[config.mk]
export PLATFORM = sky130hd
export DESIGN_NAME = fifo_buffer_sync_param
export DESIGN_NICKNAME = d
export VERILOG_FILES = /design/src/rtl/fifo_pkg.sv /design/src/rtl/fifo_mem_dp.sv /design/src/rtl/fifo_buffer_sync_param.sv
export SDC_FILE = /design/constraint.sdc
export NUM_CORES = 1
export LEC_CHECK = 0
export CAP_MARGIN = 20
export CORE_ASPECT_RATIO = 0.6
export CORE_MARGIN = 5
export CORE_UTILIZATION = 59
export DETAILED_ROUTE_END_ITERATION = 8
export PLACE_DENSITY_LB_ADDON = 0.12
export SYNTH_ARGS = -nofsm -noshare
export SYNTH_HDL_FRONTEND = slang
export SYNTH_SLANG_ARGS = --single-unit
[constraint.sdc]
create_clock -name clk -period 3.9 [get_ports clk]
set_clock_uncertainty 0.05 [all_clocks]
set_input_delay 0.78 -clock clk [delete_from_list [all_inputs] [get_ports clk]]
set_output_delay 0.78 -clock clk [all_outputs]
set_load 0.01 [all_outputs]
[src/rtl/fifo_pkg.sv]
// Shared constants and helpers for the single-clock parametrised FIFO family.
package fifo_pkg;

    localparam int unsigned FIFO_DATA_W_DEF = 32'd8;
    localparam int unsigned FIFO_DEPTH_DEF  = 32'd16;

    localparam int unsigned FIFO_MODE_REG  = 32'd0;
    localparam int unsigned FIFO_MODE_FWFT = 32'd1;

    // Ceiling log2, usable in parameter and port-range expressions.
    function automatic int unsigned fifo_clog2(input int unsigned value);
        int unsigned result;
        result = 32'd0;
        while ((64'd1 << result) < 64'(value)) begin
            result = result + 32'd1;
        end
        return result;
    endfunction

endpackage

[src/rtl/fifo_mem_dp.sv]
// DEPTH x DATA_W storage: one synchronous write port, one asynchronous read port.
module fifo_mem_dp
    import fifo_pkg::*;
#(
    parameter int unsigned DATA_W = FIFO_DATA_W_DEF,
    parameter int unsigned DEPTH  = FIFO_DEPTH_DEF,
    parameter int unsigned ADDR_W = fifo_clog2(DEPTH)
) (
    input  logic              clk,
    input  logic              we_i,
    input  logic [ADDR_W-1:0] waddr_i,
    input  logic [DATA_W-1:0] wdata_i,
    input  logic [ADDR_W-1:0] raddr_i,
    output logic [DATA_W-1:0] rdata_o
);

    logic [DATA_W-1:0] mem_q [DEPTH];

    // Storage is deliberately left unreset; contents are qualified by the FIFO count.
    always_ff @(posedge clk) begin
        if (we_i) begin
            mem_q[waddr_i] <= wdata_i;
        end
    end

    assign rdata_o = mem_q[raddr_i];

endmodule

[src/rtl/fifo_buffer_sync_param.sv]
// Single-clock elastic FIFO with occupancy count, programmable thresholds,
// sticky error flags and selectable registered / first-word-fall-through read.
module fifo_buffer_sync_param
    import fifo_pkg::*;
#(
    parameter int unsigned DATA_W    = FIFO_DATA_W_DEF,
    parameter int unsigned DEPTH     = FIFO_DEPTH_DEF,
    parameter int unsigned AF_THRESH = DEPTH - 32'd2,
    parameter int unsigned AE_THRESH = 32'd2,
    parameter int unsigned FWFT      = FIFO_MODE_REG
) (
    input  logic                               clk,
    input  logic                               rst_n,
    input  logic                               wr_en,
    input  logic [DATA_W-1:0]                  wr_data,
    input  logic                               rd_en,
    output logic [DATA_W-1:0]                  rd_data,
    output logic                               rd_valid,
    output logic                               empty,
    output logic                               full,
    output logic                               almost_empty,
    output logic                               almost_full,
    output logic [fifo_clog2(DEPTH+32'd1)-1:0] count,
    output logic                               overflow,
    output logic                               underflow,
    input  logic                               clr_err
);

    localparam int unsigned CNT_W = fifo_clog2(DEPTH + 32'd1);
    localparam int unsigned PTR_W = fifo_clog2(DEPTH);

    localparam logic [CNT_W-1:0] DEPTH_C = CNT_W'(DEPTH);
    localparam logic [CNT_W-1:0] AF_C    = CNT_W'(AF_THRESH);
    localparam logic [CNT_W-1:0] AE_C    = CNT_W'(AE_THRESH);

    if ((DEPTH < 32'd2) || ((DEPTH & (DEPTH - 32'd1)) != 32'd0)) begin : g_bad_depth
        $error("fifo_buffer_sync_param: DEPTH must be a power of two >= 2");
    end
    if (DATA_W < 32'd1) begin : g_bad_width
        $error("fifo_buffer_sync_param: DATA_W must be >= 1");
    end
    if ((AF_THRESH < 32'd1) || (AF_THRESH > DEPTH)) begin : g_bad_af
        $error("fifo_buffer_sync_param: AF_THRESH must lie in 1..DEPTH");
    end
    if (AE_THRESH > (DEPTH - 32'd1)) begin : g_bad_ae
        $error("fifo_buffer_sync_param: AE_THRESH must lie in 0..DEPTH-1");
    end
    if (FWFT > FIFO_MODE_FWFT) begin : g_bad_mode
        $error("fifo_buffer_sync_param: FWFT must be 0 or 1");
    end

    logic [PTR_W-1:0]  wr_ptr_q, wr_ptr_d;
    logic [PTR_W-1:0]  rd_ptr_q, rd_ptr_d;
    logic [CNT_W-1:0]  count_q, count_d;
    logic              empty_q, empty_d;
    logic              full_q, full_d;
    logic              almost_empty_q, almost_empty_d;
    logic              almost_full_q, almost_full_d;
    logic              overflow_q, overflow_d;
    logic              underflow_q, underflow_d;
    logic              wr_acc_s;
    logic              rd_acc_s;
    logic [DATA_W-1:0] mem_rdata_s;

    fifo_mem_dp #(
        .DATA_W (DATA_W),
        .DEPTH  (DEPTH),
        .ADDR_W (PTR_W)
    ) u_mem (
        .clk     (clk),
        .we_i    (wr_acc_s),
        .waddr_i (wr_ptr_q),
        .wdata_i (wr_data),
        .raddr_i (rd_ptr_q),
        .rdata_o (mem_rdata_s)
    );

    // Accept decisions, pointer/count next state and flags derived from the next count.
    always_comb begin
        wr_acc_s = wr_en & ~full_q;
        rd_acc_s = rd_en & ~empty_q;

        if (wr_acc_s) begin
            wr_ptr_d = wr_ptr_q + PTR_W'(1);
        end else begin
            wr_ptr_d = wr_ptr_q;
        end

        if (rd_acc_s) begin
            rd_ptr_d = rd_ptr_q + PTR_W'(1);
        end else begin
            rd_ptr_d = rd_ptr_q;
        end

        case ({wr_acc_s, rd_acc_s})
            2'b10:   count_d = count_q + CNT_W'(1);
            2'b01:   count_d = count_q - CNT_W'(1);
            default: count_d = count_q;
        endcase

        empty_d        = (count_d == CNT_W'(0));
        full_d         = (count_d == DEPTH_C);
        almost_empty_d = (count_d <= AE_C);
        almost_full_d  = (count_d >= AF_C);

        // A fresh error in the clearing cycle keeps the flag set.
        overflow_d  = (wr_en & full_q)  | (overflow_q  & ~clr_err);
        underflow_d = (rd_en & empty_q) | (underflow_q & ~clr_err);
    end

    // Pointer, occupancy and flag registers.
    always_ff @(posedge clk or negedge rst_n) begin
        if (!rst_n) begin
            wr_ptr_q       <= '0;
            rd_ptr_q       <= '0;
            count_q        <= '0;
            empty_q        <= 1'b1;
            full_q         <= 1'b0;
            almost_empty_q <= 1'b1;
            almost_full_q  <= 1'b0;
            overflow_q     <= 1'b0;
            underflow_q    <= 1'b0;
        end else begin
            wr_ptr_q       <= wr_ptr_d;
            rd_ptr_q       <= rd_ptr_d;
            count_q        <= count_d;
            empty_q        <= empty_d;
            full_q         <= full_d;
            almost_empty_q <= almost_empty_d;
            almost_full_q  <= almost_full_d;
            overflow_q     <= overflow_d;
            underflow_q    <= underflow_d;
        end
    end

    if (FWFT == FIFO_MODE_FWFT) begin : g_fwft
        // Head word is presented directly; forced to zero while nothing is stored.
        assign rd_data  = empty_q ? '0 : mem_rdata_s;
        assign rd_valid = ~empty_q;
    end else begin : g_reg_read
        logic [DATA_W-1:0] rd_data_q, rd_data_d;
        logic              rd_valid_q;

        // Output register loads only on an accepted read, otherwise holds.
        always_comb begin
            if (rd_acc_s) begin
                rd_data_d = mem_rdata_s;
            end else begin
                rd_data_d = rd_data_q;
            end
        end

        // Registered read data with a one-cycle valid strobe.
        always_ff @(posedge clk or negedge rst_n) begin
            if (!rst_n) begin
                rd_data_q  <= '0;
                rd_valid_q <= 1'b0;
            end else begin
                rd_data_q  <= rd_data_d;
                rd_valid_q <= rd_acc_s;
            end
        end

        assign rd_data  = rd_data_q;
        assign rd_valid = rd_valid_q;
    end

    assign empty        = empty_q;
    assign full         = full_q;
    assign almost_empty = almost_empty_q;
    assign almost_full  = almost_full_q;
    assign count        = count_q;
    assign overflow     = overflow_q;
    assign underflow    = underflow_q;

endmodule

==> results.md, run 1 <==
Status:
- The run finished with clean final reports.

Drt:
- The count of unresolved DRC violations after routing is 0.
- The final antenna-violating net count is 0.
- Dividing the detail-routed wire length by the instance count gives 22.64 um.
- The via density per instance is 6.097.
- The via count is ~3,400.
- The detailed-router iteration count before antenna repair is 5.
- The initial detailed-routing violation count is 344.
- For this block, the routed nets add up to 12,610 um of wire.

Logic synthesis:
- The biggest area contributor in the post-synthesis netlist is edfxtp_1.
- The number of synthesis warnings is 0.
- Counting every instance in the synthesized netlist gives 366.
- The flip-flop cell with the highest count after synthesis is edfxtp_1.
- The cell with the most instances after synthesis is edfxtp_1.
- The post-synthesis instance area is 6374 sq um.
- The synthesized design contains 156 register bits.
- Averaged over all synthesized cells, the footprint is 17.41 sq um.
- After synthesis, the netlist uses 47 different library cells.
- The commonest cells after synthesis are 128 x edfxtp_1, 26 x dfrtp_1, 18 x mux2_2, 17 x and2_1, 16 x nand2_1.
- The share of Yosys cell area claimed by the top area cell type is between 60% and 70%.
- The sequential area share after synthesis is a little under three quarters.
- After synthesis, the cell types taking the most area are edfxtp_1 60%, dfrtp_1 10%, mux4_1 3.7%.
- In this run, synthesis inferred 128 flip-flops with an integrated enable.
- The fraction of registers with async set or reset after synthesis is ~18%.
- Counting every net in the synthesized netlist gives 387.

Pwr:
- The register share of total power is 41.9%.
- The standby leakage power is 2.585 nW.
- The total power is 5.710 mW.
- Cell internal power was estimated by the tool at 3.963 mW.
- Dividing total power by cell area gives a power density of 767.1 nW/um^2.
- The clock network burns 30.5% of the power.
- Combinational logic burns between 20 and 30% of the power.
- The switching power share of the total is 30.58%.
- The largest voltage drop on the vdd net is approximately 0.00047 V.
- The net switching power is 1.746 mW.

CTS:
- The root buffer cell chosen for the clock tree is clkbuf_16.
- After clock tree synthesis, the flow added hold-fix buffers numbering 0.
- The clock transition at the registers of the reported paths is 0.06 ns.
- The clock buffer count from CTS is 17.
- After clock tree synthesis, the setup repair step added 0 buffers.
- The maximum root-to-sink buffer count is 2.
- Clock latency on the worst-skew pair, taken at its later pin, is 0.42 ns.
- Once the clock tree was built, the resizer swapped 0 gates to a different size.
- The H-tree level count is 4.
- The clock tree from TritonCTS is done.
- The clock drives 156 sinks.

Setup path:
- At the worst endpoint, the arrival time is roughly 3.5 ns.
- The worst register-to-register path has a setup slack of 1.15 ns.
- Following the worst setup path forward leads to its endpoint at full.
- The type of element capturing the critical path is a register.
- The launch point of the worst reg-to-reg path is empty.
- The critical-path maximum fanout is 9.
- The sort of element at the start of the critical path is an input port.
- Data on the critical path is required at its endpoint by about 4.2 ns.
- The worst register-to-register path ends at full.
- The critical path starts at wr_en.
- The class of the most critical setup path is input port to register.
- Counting cells, the worst reg-to-reg path comes to 10.

Placement:
- During placement, the flow inserted port buffers numbering 32.
- The total cell area at the placement stage is 6795 sq um.
- Summed over all nets, the half-perimeter wirelength after detailed placement is 7959 um.
- The global placement routability congestion is 0.7634.

Cells and area:
- The filler cells instantiated in the layout total 675.
- Once layout is done, the placed cells without fillers occupy ~7400 sq um.
- The fraction of layout instances using a drive strength above 1 is between 10% and 20%.
- 0 antenna diodes ended up in the layout.
- From synthesis to final layout, the design area changed by 16.78%.
- After the last flow step, the layout net total stands at 426.

STA:
- The maximum operating frequency is 315.5 MHz.
- The count of endpoints failing hold in the final timing report is 0.
- The worst path uses 81.28% of the clock period.
- The number of failing setup endpoints in the final timing report is 0.
- For the pin with the worst max-slew slack, the measured transition is 1.053 ns.
- The smallest clock period supported by the final layout is computed as ~3.2 ns.
- The number of pins exceeding their max-slew limit in the final report came to 0.
- Headroom to the max-slew limit came out at 29.77%.
- The accumulated negative setup slack is 0 ns.
- Setup repair after global routing left no endpoint under its margin.

Global routing:
- The via count of the first global-routing pass came to 3,367.
- The met2 track demand over resource is roughly 29%.
- The number of antenna violations at the first check in global routing was 0.
- The overall global routing resource usage is between 20% and 30%.
- The met1 track utilization from global routing is between 30% and 40%.
- Global routing finished with a remaining overflow of 0.
- The wire length of the first global-routing pass is 19,390 um.
- In the global route stage, met3 resource usage came out at between 4 and 5%.
- Entering global routing, the biggest net connects between 50 and 60 pins.
- The global routing stage identified its most utilized layer as met1.

Die:
- During I/O placement, the number of pins put on the boundary was 33.
- The floorplan die area is 13,050 sq um.
- The area of the placeable core is 10,560 sq um.
- The initialized floorplan defines 29 standard-cell rows.
- The width of the die is 144.2 um.
- The die is 90.51 um tall.
- The starting density of the core is about three fifths.

Job:
- Across the run, the number of max-cap violations was 0.

Min path:
- The kind of path behind the tightest hold check is register to register.
## cell usage in the layout (no fill, tap or decap), types with 9 or more instances in the layout
cell type and n:
dfrtp_1 25, mux2_2 18, nor2b_1 15, mux4_1 9, clkbuf_16 17, inv_1 9
edfxtp_1 128, nand2_1 16, clkdlybuf4s50_1 32, mux4_2 9, and2_1 17
## critical path, stage by stage
cell and delay [ns]:
clkdlybuf4s50_1 0.48, nor2b_1 0.20, inv_1 0.12, ha_1 0.31, xor2_1 0.20, ha_1 0.21, a21o_1 0.12, a21oi_1 0.06
nor4_1 0.37, xor2_1 0.36, nor3b_1 0.24
## cell families (layout without fill, tap and decap cells)
group           count (synthesis)  in the layout  synth area share, %
compound gates                 42             42                5.124
xor+xnor                       10             10                1.374
fa+ha+maj                       8              8                1.571
buf+inv                        29             81                2.454
flops                         156            156                71.34
mux                            44             44                11.33
simple gates                   77             77                6.812
## through the flow
stage | util, % | cells | worst slack [ns] | hold slack [ns]
2_1_floorplan | - | 366 | 0.8682 | 0.4344
6_report | 70.49 | 557 | 0.7300 | 0.4411
3_3_place_gp | 64.36 | 524 | 0.5104 | 0.4258
4_1_cts | 70.23 | 556 | 0.7468 | 0.4492
3_5_place_dp | 64.36 | 524 | 0.3309 | 0.4356
5_1_grt | 70.49 | 557 | 0.4427 | 0.4716
## how the worst min path moves through the flow
stage                     from           to  cells after the start
finish              rd_data[2]   rd_data[2]                      1
detailed placement  rd_data[2]   rd_data[2]                      1
global placement    rd_data[6]   rd_data[6]                      1
global route        rd_data[2]   rd_data[2]                      1
floorplan                rst_n  almost_full                      0
CTS                 rd_data[2]   rd_data[2]                      1
## state kept, by name, indices dropped and copies added, names as in the netlist
| register | count |
|---|---|
| u_mem.mem_q | 128 |
| rd_data | 8 |
| count | 5 |
| rd_ptr_q | 4 |
| wr_ptr_q | 4 |
| almost_empty | 1 |
| almost_full | 1 |
| empty | 1 |
| full | 1 |
| overflow | 1 |
| rd_valid | 1 |
| underflow | 1 |
## layout make-up
type	count	area, sq um	share of cell area, %
multi-input combinational	181	1670	22.44
sequential	156	4548	61.10
timing repair buffer	39	392.9	5.278
clock inverter	13	187.7	2.521
tap	139	173.9	2.337
clock buffer	19	432.9	5.816
inverter	10	37.54	0.5043
## power by group through the flow
stage | clock network [mW] | logic [mW] | registers, mW
finish | 1.74 | 1.58 | 2.39
global route | 1.83 | 1.71 | 2.43
CTS | 1.76 | 1.58 | 2.39
detailed placement | 0 | 1.57 | 2.42
global placement | 0 | 1.53 | 2.41
floorplan | 0 | 1.17 | 2.29
## routing by layer
| metal | routed length (um) | part of all wire (%) |
|---|---|---|
| met1 | 5915 | 47 |
| met2 | 5599 | 44 |
| met3 | 836 | 6.6 |
| met4 | 262 | 2.1 |
| met5 | 0 | 0 |
Power figures use the tool's default switching activity.
==> inputs of run 2 (changes only) <==
- CORE_UTILIZATION: 59 -> 54
- clock period: 3.9 -> 2.6 ns (I/O delays scaled with it)
==> run 2 against run 1 <==
  * Total power rose by 55%
  * Hold slack got worse by 0.11 ns
  * First-iteration DRC count fell by 26%
  * Setup slack got worse by 0.63 ns
==> results.md, run 2 (synthesis results as in run 1) <==
Global routing:
- The number of antenna violations at the first check in global routing came to 0 (unchanged).
- The maximum number of pins on one net before global-route repair came to 52 (unchanged).
- The overall overflow remaining after global route was 0 (unchanged).
- The wire length of the first global-routing pass is 19,980 um (+3.0%).
- The via count of the first global-routing pass came to 3,539 (+5.1%).
- The overall global routing resource usage is 19.56% (-0.97 points).

Setup path:
- The count of buffering cells on the critical path with inverters included is 1 (-1).
- The critical path data required time was 2.89 ns (-1.29 ns).
- The cell repeated most along the worst path is ha_2.
- The delay contributed by the slowest stage of the critical path came to 0.55 ns (+0.07 ns).
- The kind of cell with the highest combined delay along the critical path is simple AND/OR/NAND/NOR gates.
- Traced cell by cell, the critical path runs through nand2b_4 -> clkinv_4 -> ha_2 -> xor2_1 -> ha_2 -> a21o_1 -> a21oi_1 -> nor4_2 -> xor2_2 -> nor3b_2.
- The class of the most critical setup path is register to register.
- The critical-path maximum fanout was 5 (-4).
- The sort of element at the start of the critical path is a register.
- The worst path arrival time is 2.80 ns (-0.65 ns).
- The slowest stage of the critical path is the dfstp_2 cell.
- The worst setup path is captured at a register.

Drt:
- The initial detailed-routing violation count is 254 (-26%).
- The final antenna-violating net count is 0 (unchanged).
- The via count is 3,479 (+2.4%).
- The detailed-route wire length is 12,770 um (+1.2%).
- The average wire per cell in the routed design is 20.79 um (-8.2%).
- The count of unresolved DRC violations after routing is 0 (unchanged).
- The via density per instance is 5.666 (-7.1%).
- The detailed-router iteration count before antenna repair came to 4 (-1).

Pwr:
- The net switching power came to 2.703 mW (+55%).
- The part of the power in combinational logic is 33.1% (+5.5 points).
- The switching power share of the total is 30.64% (+0.062 points).
- The total power was 8.822 mW (+55%).
- The standby leakage power was 2.818 nW (+9.0%).
- The power share of the clock group is 28.2% (-2.3 points).
- The total internal power came to 6.118 mW (+54%).
- The register share of total power is 38.7% (-3.2 points).
- The largest voltage drop on the vdd net is 0.0005476 V (+17%).
- The power density normalized to cell area came to 1121 nW/um^2 (+46%).

CTS:
- The total clock sinks is 156 (unchanged).
- The clock transition at the registers of the reported paths came to 0.07 ns (about the same).
- The clock buffer count from CTS is 17 (unchanged).
- The clock tree from TritonCTS is done.
- The tree is rooted in a clkbuf_16.
- The clock latency on the worst-skew pair is 0.42 ns (about the same).
- The maximum root-to-sink buffer count is 2 (unchanged).
- The H-tree level count was 4 (unchanged).
- The number of hold-repair buffers added at the cts stage is 0 (unchanged).

STA:
- The minimum period implied by the final worst setup slack is ~2.5 ns.
- The number of pins exceeding their max-slew limit in the final report is 0 (unchanged).
- The maximum operating frequency is between 300 and 400 MHz.
- The worst hold slack is 0.3348 ns (-0.1063 ns).
- The slew at the pin closest to its max-slew limit is 0.5719 ns (-0.4816 ns).
- The count of endpoints failing hold in the final timing report is 0 (unchanged).
- The worst slew slack as a fraction of its limit is 61.75% (+32 points).
- The number of failing setup endpoints in the final timing report is 0 (unchanged).
- The portion of the clock cycle consumed by the worst path in the final layout is 96.31%.

Placement:
- The count of buffers inserted at the top-level ports is 32 (unchanged).
- The global placement routability congestion is 0.7789 (+2.0%).
- The number of placed instances, taps included is 580 (+11%).
- The placed wire-length estimate is 8242 um (+3.5%).
- The total cell area at the placement stage is 7202 sq um (+6.0%).

Cells and area:
- The fraction of layout instances using a drive strength above 1 was 25.11% (+9.1 points).
- The most common cell after layout, fill and taps aside is edfxtp_1.
- The number of nets in the finished design came to 462 (+8.5%).
- The library cells used most frequently in the layout, excluding fill and tap cells, are 128 x edfxtp_1, 34 x buf_4, 30 x clkdlybuf4s50_1, 25 x dfrtp_1, 18 x mux2_2.
- More flip-flops sit in one register than any other, and that register is u_mem.mem_q.
- The design area is 7871 sq um (+5.7%).
- The final standard cell count with taps included and fillers excluded is 614 (+10%).
- The number of flip-flops in the largest register is 128 (unchanged).
- The number of fillers in the final layout is 768 (+14%).
- The number of diodes is 0 (unchanged).
- The core utilization of the finished layout is 68.98% (-1.5 points).
- From synthesis to final layout, the design area changed by 23.50%.

Die:
- The starting density of the core is 55.86% (-4.5 points).
- The number of top-level pins is 33 (unchanged).
- The area of the placeable core is 11,410 sq um (+8.1%).
- The number of rows in the core area is 30 (+3.4%).
- The floorplan die height came to 94.16 um (+4.0%).
- The floorplan die area is 14,150 sq um (+8.4%).
- The width of the die is 150.3 um (+4.2%).

Job:
- The number of violations of the max-capacitance limit is 0 (unchanged).

Status:
- The run finished with clean final reports.

Min path:
- The path class of the tightest hold or removal check is input port to register.
run 2: power by group through the flow:
stage               registers, mW  clock network [mW]  logic [mW]
CTS                          3.41                2.53        2.86
global route                 3.47                2.64        3.16
global placement             3.44                   0        2.78
finish                       3.42                2.49        2.92
floorplan                    3.43                   0        1.76
detailed placement           3.45                   0        2.84
run 2: path summary, 6_finish.rpt:
check / slack [ns] / to / cells past startpoint / start
min: 0.33 / overflow / 3 / wr_en
min in group asynchronous: 0.44 / wr_ptr_q[0] / 2 / rst_n
max: 0.1 / full / 10 / empty
min reg2reg: 0.45 / rd_data[6] / 1 / rd_data[6]
max reg2reg: 0.1 / full / 10 / empty
max in group asynchronous: 1.73 / empty / 2 / rst_n
run 2: repair_timing:
action,in CTS,in global routing
hold endpoints to repair,0,0
buffers inserted,0,2
setup endpoints to repair,0,5
gates resized for setup,0,13
run 2: through the flow:
step / setup slack, ns / TNS [ns]
floorplan: 0.02187 / 0
global placement: -0.3540 / -1.634
detailed placement: -0.3836 / -1.804
CTS: 0.01938 / 0
global route: -0.02969 / -0.02969
finish: 0.09599 / 0
run 2: metal layers:
layer	global-route usage, %	wire, um	up-vias
met5	0	0	-
met4	6.849	144	0
met3	5.159	879	15
met2	27.22	5537	118
met1	29.78	6203	1755
li1	-	-	1591
run 2: worst register-to-register path, cell delays in order (launching register included):
cell	delay [ns]
dfstp_2	0.55
nand2b_4	0.14
clkinv_4	0.05
ha_2	0.18
xor2_1	0.16
ha_2	0.22
a21o_1	0.13
a21oi_1	0.08
nor4_2	0.35
xor2_2	0.31
nor3b_2	0.21
run 2: cell type report:
class	instances	area [sq um]	share of cell area [%]
Multi-Input combinational cell	181	1723	21.89
Timing Repair Buffer	75	760.7	9.665
Tap cell	160	200.2	2.543
Sequential cell	156	4548	57.78
Clock buffer	17	425.4	5.405
Inverter	10	42.54	0.5405
Clock inverter	15	171.4	2.178
==> inputs of run 3 (changes only) <==
- CAP_MARGIN: 20 -> unset
- CORE_UTILIZATION: 54 -> 59
- clock period: 2.6 -> 2.55 ns (I/O delays scaled with it)
==> run 3 against run 2 <==
  * First-iteration DRC count down 5.9%
  * Critical path type is now input port to register
  * Hold slack barely moved
  * Clock power grew 6%
  * Via count grew 2.4%
  * Final cell count shrank 2.1%
  * Routed wire length is 3.8% higher
  * Highest routed layer unchanged
==> results.md, run 3 (synthesis results as in run 1) <==
Global routing:
- The number of antenna violations at the first check in global routing was 0 (unchanged).
- The overall overflow remaining after global route is 0 (unchanged).
- The maximum number of pins on one net before global-route repair came to 29 (-44%).
- The via count of the first global-routing pass was 3,519 (-0.57%).
- The wire length of the first global-routing pass is 20,360 um (+1.9%).
- The overall global routing resource usage came to 21.16% (+1.6 points).

CTS:
- The total clock sinks is 156 (unchanged).
- The clock transition at the registers of the reported paths was 0.06 ns (about the same).
- The maximum root-to-sink buffer count was 2 (unchanged).
- The clock buffer count from CTS came to 17 (unchanged).
- The clock latency on the worst-skew pair was 0.42 ns (about the same).
- The clock tree from TritonCTS is done.
- The H-tree level count is 4 (unchanged).
- In this run the clock root is driven by a clkbuf_16.

Die:
- The number of top-level pins is 33 (unchanged).
- The number of rows in the core area was 29 (-3.3%).
- The area of the placeable core is 10,560 sq um (-7.5%).
- The floorplan die height was 90.51 um (-3.9%).
- The width of the die was 144.2 um (-4.0%).
- The starting density of the core is 60.36% (+4.5 points).
- The floorplan die area is 13,050 sq um (-7.8%).

Drt:
- The initial detailed-routing violation count is 239 (-5.9%).
- The average wire per cell in the routed design is 22.04 um (+6.0%).
- The final antenna-violating net count is 0 (unchanged).
- The via density per instance was 5.928 (+4.6%).
- The count of unresolved DRC violations after routing is 0 (unchanged).
- The via count came to 3,563 (+2.4%).
- The detailed-route wire length is 13,250 um (+3.8%).
- The detailed-router iteration count before antenna repair is 4 (unchanged).

Cells and area:
- Ranked by flip-flop count, first place goes to u_mem.mem_q.
- The layout overhead on the synthesized area is 24.38%.
- The number of diodes is 0 (unchanged).
- The number of nets in the finished design is 470 (+1.7%).
- The number of fillers in the final layout is 613 (-20%).
- The most common cell after layout, fill and taps aside is edfxtp_1.
- The number of flip-flops in the largest register is 128 (unchanged).
- The core utilization of the finished layout is 75.08% (+6.1 points).
- The fraction of layout instances using a drive strength above 1 is 26.41% (+1.3 points).
- The design area was 7928 sq um (+0.72%).
- Leaving out fill and tap cells, the most frequent cells in the layout are 128 x edfxtp_1, 43 x buf_4, 31 x clkdlybuf4s50_1, 25 x dfrtp_1, 18 x mux2_2.

Setup path:
- The sort of element at the start of the critical path is an input port.
- The worst setup path is of the input port to register kind.
- The startpoint identified for the worst register-to-register timing path is empty.
- The critical path data required time is 2.81 ns (-0.08 ns).
- The type of element capturing the critical path is a register.
- The critical-path maximum fanout is 4 (-1).
- The launching element of the worst setup path is rd_en.
- The worst path arrival time is 2.74 ns (-0.06 ns).

STA:
- The number of failing setup endpoints in the final timing report is 0 (unchanged).
- The slew at the pin closest to its max-slew limit is 0.5693 ns (-0.002597 ns).
- The minimum period implied by the final worst setup slack is ~2.5 ns.
- The worst slew slack as a fraction of its limit is 61.93% (+0.17 points).
- The count of endpoints failing hold in the final timing report is 0 (unchanged).
- Static timing analysis puts the maximum clock frequency at 403.0 MHz.
- The number of pins exceeding their max-slew limit in the final report is 0 (unchanged).
- The accumulated negative setup slack was 0 ns (unchanged).
- The portion of the clock cycle consumed by the worst path in the final layout is 97.30%.

Pwr:
- The register share of total power is 38.0% (-0.7 points).
- The power density normalized to cell area is 1170 nW/um^2 (+4.4%).
- The part of the power in combinational logic is 33.5% (+0.4 points).
- The largest voltage drop on the vdd net is 0.0006590 V (+20%).
- The net switching power is 2.836 mW (+4.9%).
- The total internal power is 6.441 mW (+5.3%).
- The switching power share of the total is 30.57% (-0.076 points).
- The power share of the clock group came to 28.4% (+0.2 points).
- The standby leakage power is 2.858 nW (+1.4%).

Placement:
- The count of buffers inserted at the top-level ports was 32 (unchanged).
- The global placement routability congestion is 0.7608 (-2.3%).
- The total cell area at the placement stage was 7219 sq um (+0.24%).
- The placed wire-length estimate is 8675 um (+5.3%).

Min path:
- The worst hold path begins at wr_en.
- The kind of path behind the tightest hold check is input port to register.

Status:
- The flow ran to the end, and the final reports show no timing, DRC or antenna violations.

Job:
- The number of violations of the max-capacitance limit is 0 (unchanged).
-- run 3: path summary, 6_finish.rpt --
kind	to	slack (ns)	cells past startpoint
worst min-delay path	overflow	0.34	3
worst min register to register	rd_data[2]	0.44	1
worst max register to register	almost_full	0.13	11
worst max-delay path	almost_full	0.07	12
max in group asynchronous	almost_empty	1.69	2
min in group asynchronous	wr_ptr_q[0]	0.44	2
-- run 3: power groups by stage --
stage                     Clock, mW  Sequential [mW]  Combinational [mW]
final                          2.64             3.53                3.11
after detailed placement          0             3.56                2.95
after global placement            0             3.54                2.88
after global routing           2.80             3.57                3.36
after floorplan                   0             3.50                1.81
after CTS                      2.67             3.52                3.03
-- run 3: layout make-up --
| class | instances | area, sq um | area share (%) |
|---|---|---|---|
| Inverter | 10 | 42.54 | 0.5366 |
| Tap cell | 139 | 173.9 | 2.194 |
| Clock buffer | 18 | 429.2 | 5.414 |
| Timing Repair Buffer | 83 | 805.8 | 10.16 |
| Multi-Input combinational cell | 181 | 1735 | 21.89 |
| Clock inverter | 14 | 192.7 | 2.431 |
| Sequential cell | 156 | 4548 | 57.37 |
-- run 3: worst max-delay path: stages --
cell and delay [ns]:
clkdlybuf4s50_1 0.53, nand2b_4 0.08, clkinv_4 0.05, buf_4 0.10, ha_1 0.18, buf_4 0.15, nand2_1 0.08, buf_4 0.15
a311o_1 0.35, a32oi_2 0.20, inv_1 0.11, a31o_4 0.23
-- run 3: metal layers --
layer | wire length, um | GRT usage, %
met5 | 0 | 0
met4 | 96 | 6.522
met3 | 1278 | 5.079
met2 | 6077 | 29.57
met1 | 5796 | 33.04
-- run 3: through the flow --
| step | setup WS (ns) | total power [mW] | cells | hold WS (ns) |
|---|---|---|---|---|
| floorplan | 0.009485 | 5.315 | 366 | 0.1644 |
| global placement | -0.3780 | 6.428 | 565 | 0.4227 |
| detailed placement | -0.4397 | 6.511 | 565 | 0.4307 |
| CTS | 0.02999 | 9.221 | 599 | 0.4442 |
| global route | -0.01155 | 9.724 | 601 | 0.3697 |
| finish | 0.06889 | 9.278 | 601 | 0.3352 |
-- run 3: repair_timing --
item | CTS | global route
hold buffers | 0 | 0
endpoints found under the setup margin | 1 | 5
gates resized for setup | 0 | 11
cloned | 0 | 0
setup buffers | 2 | 2
pin swaps | 1 | 3
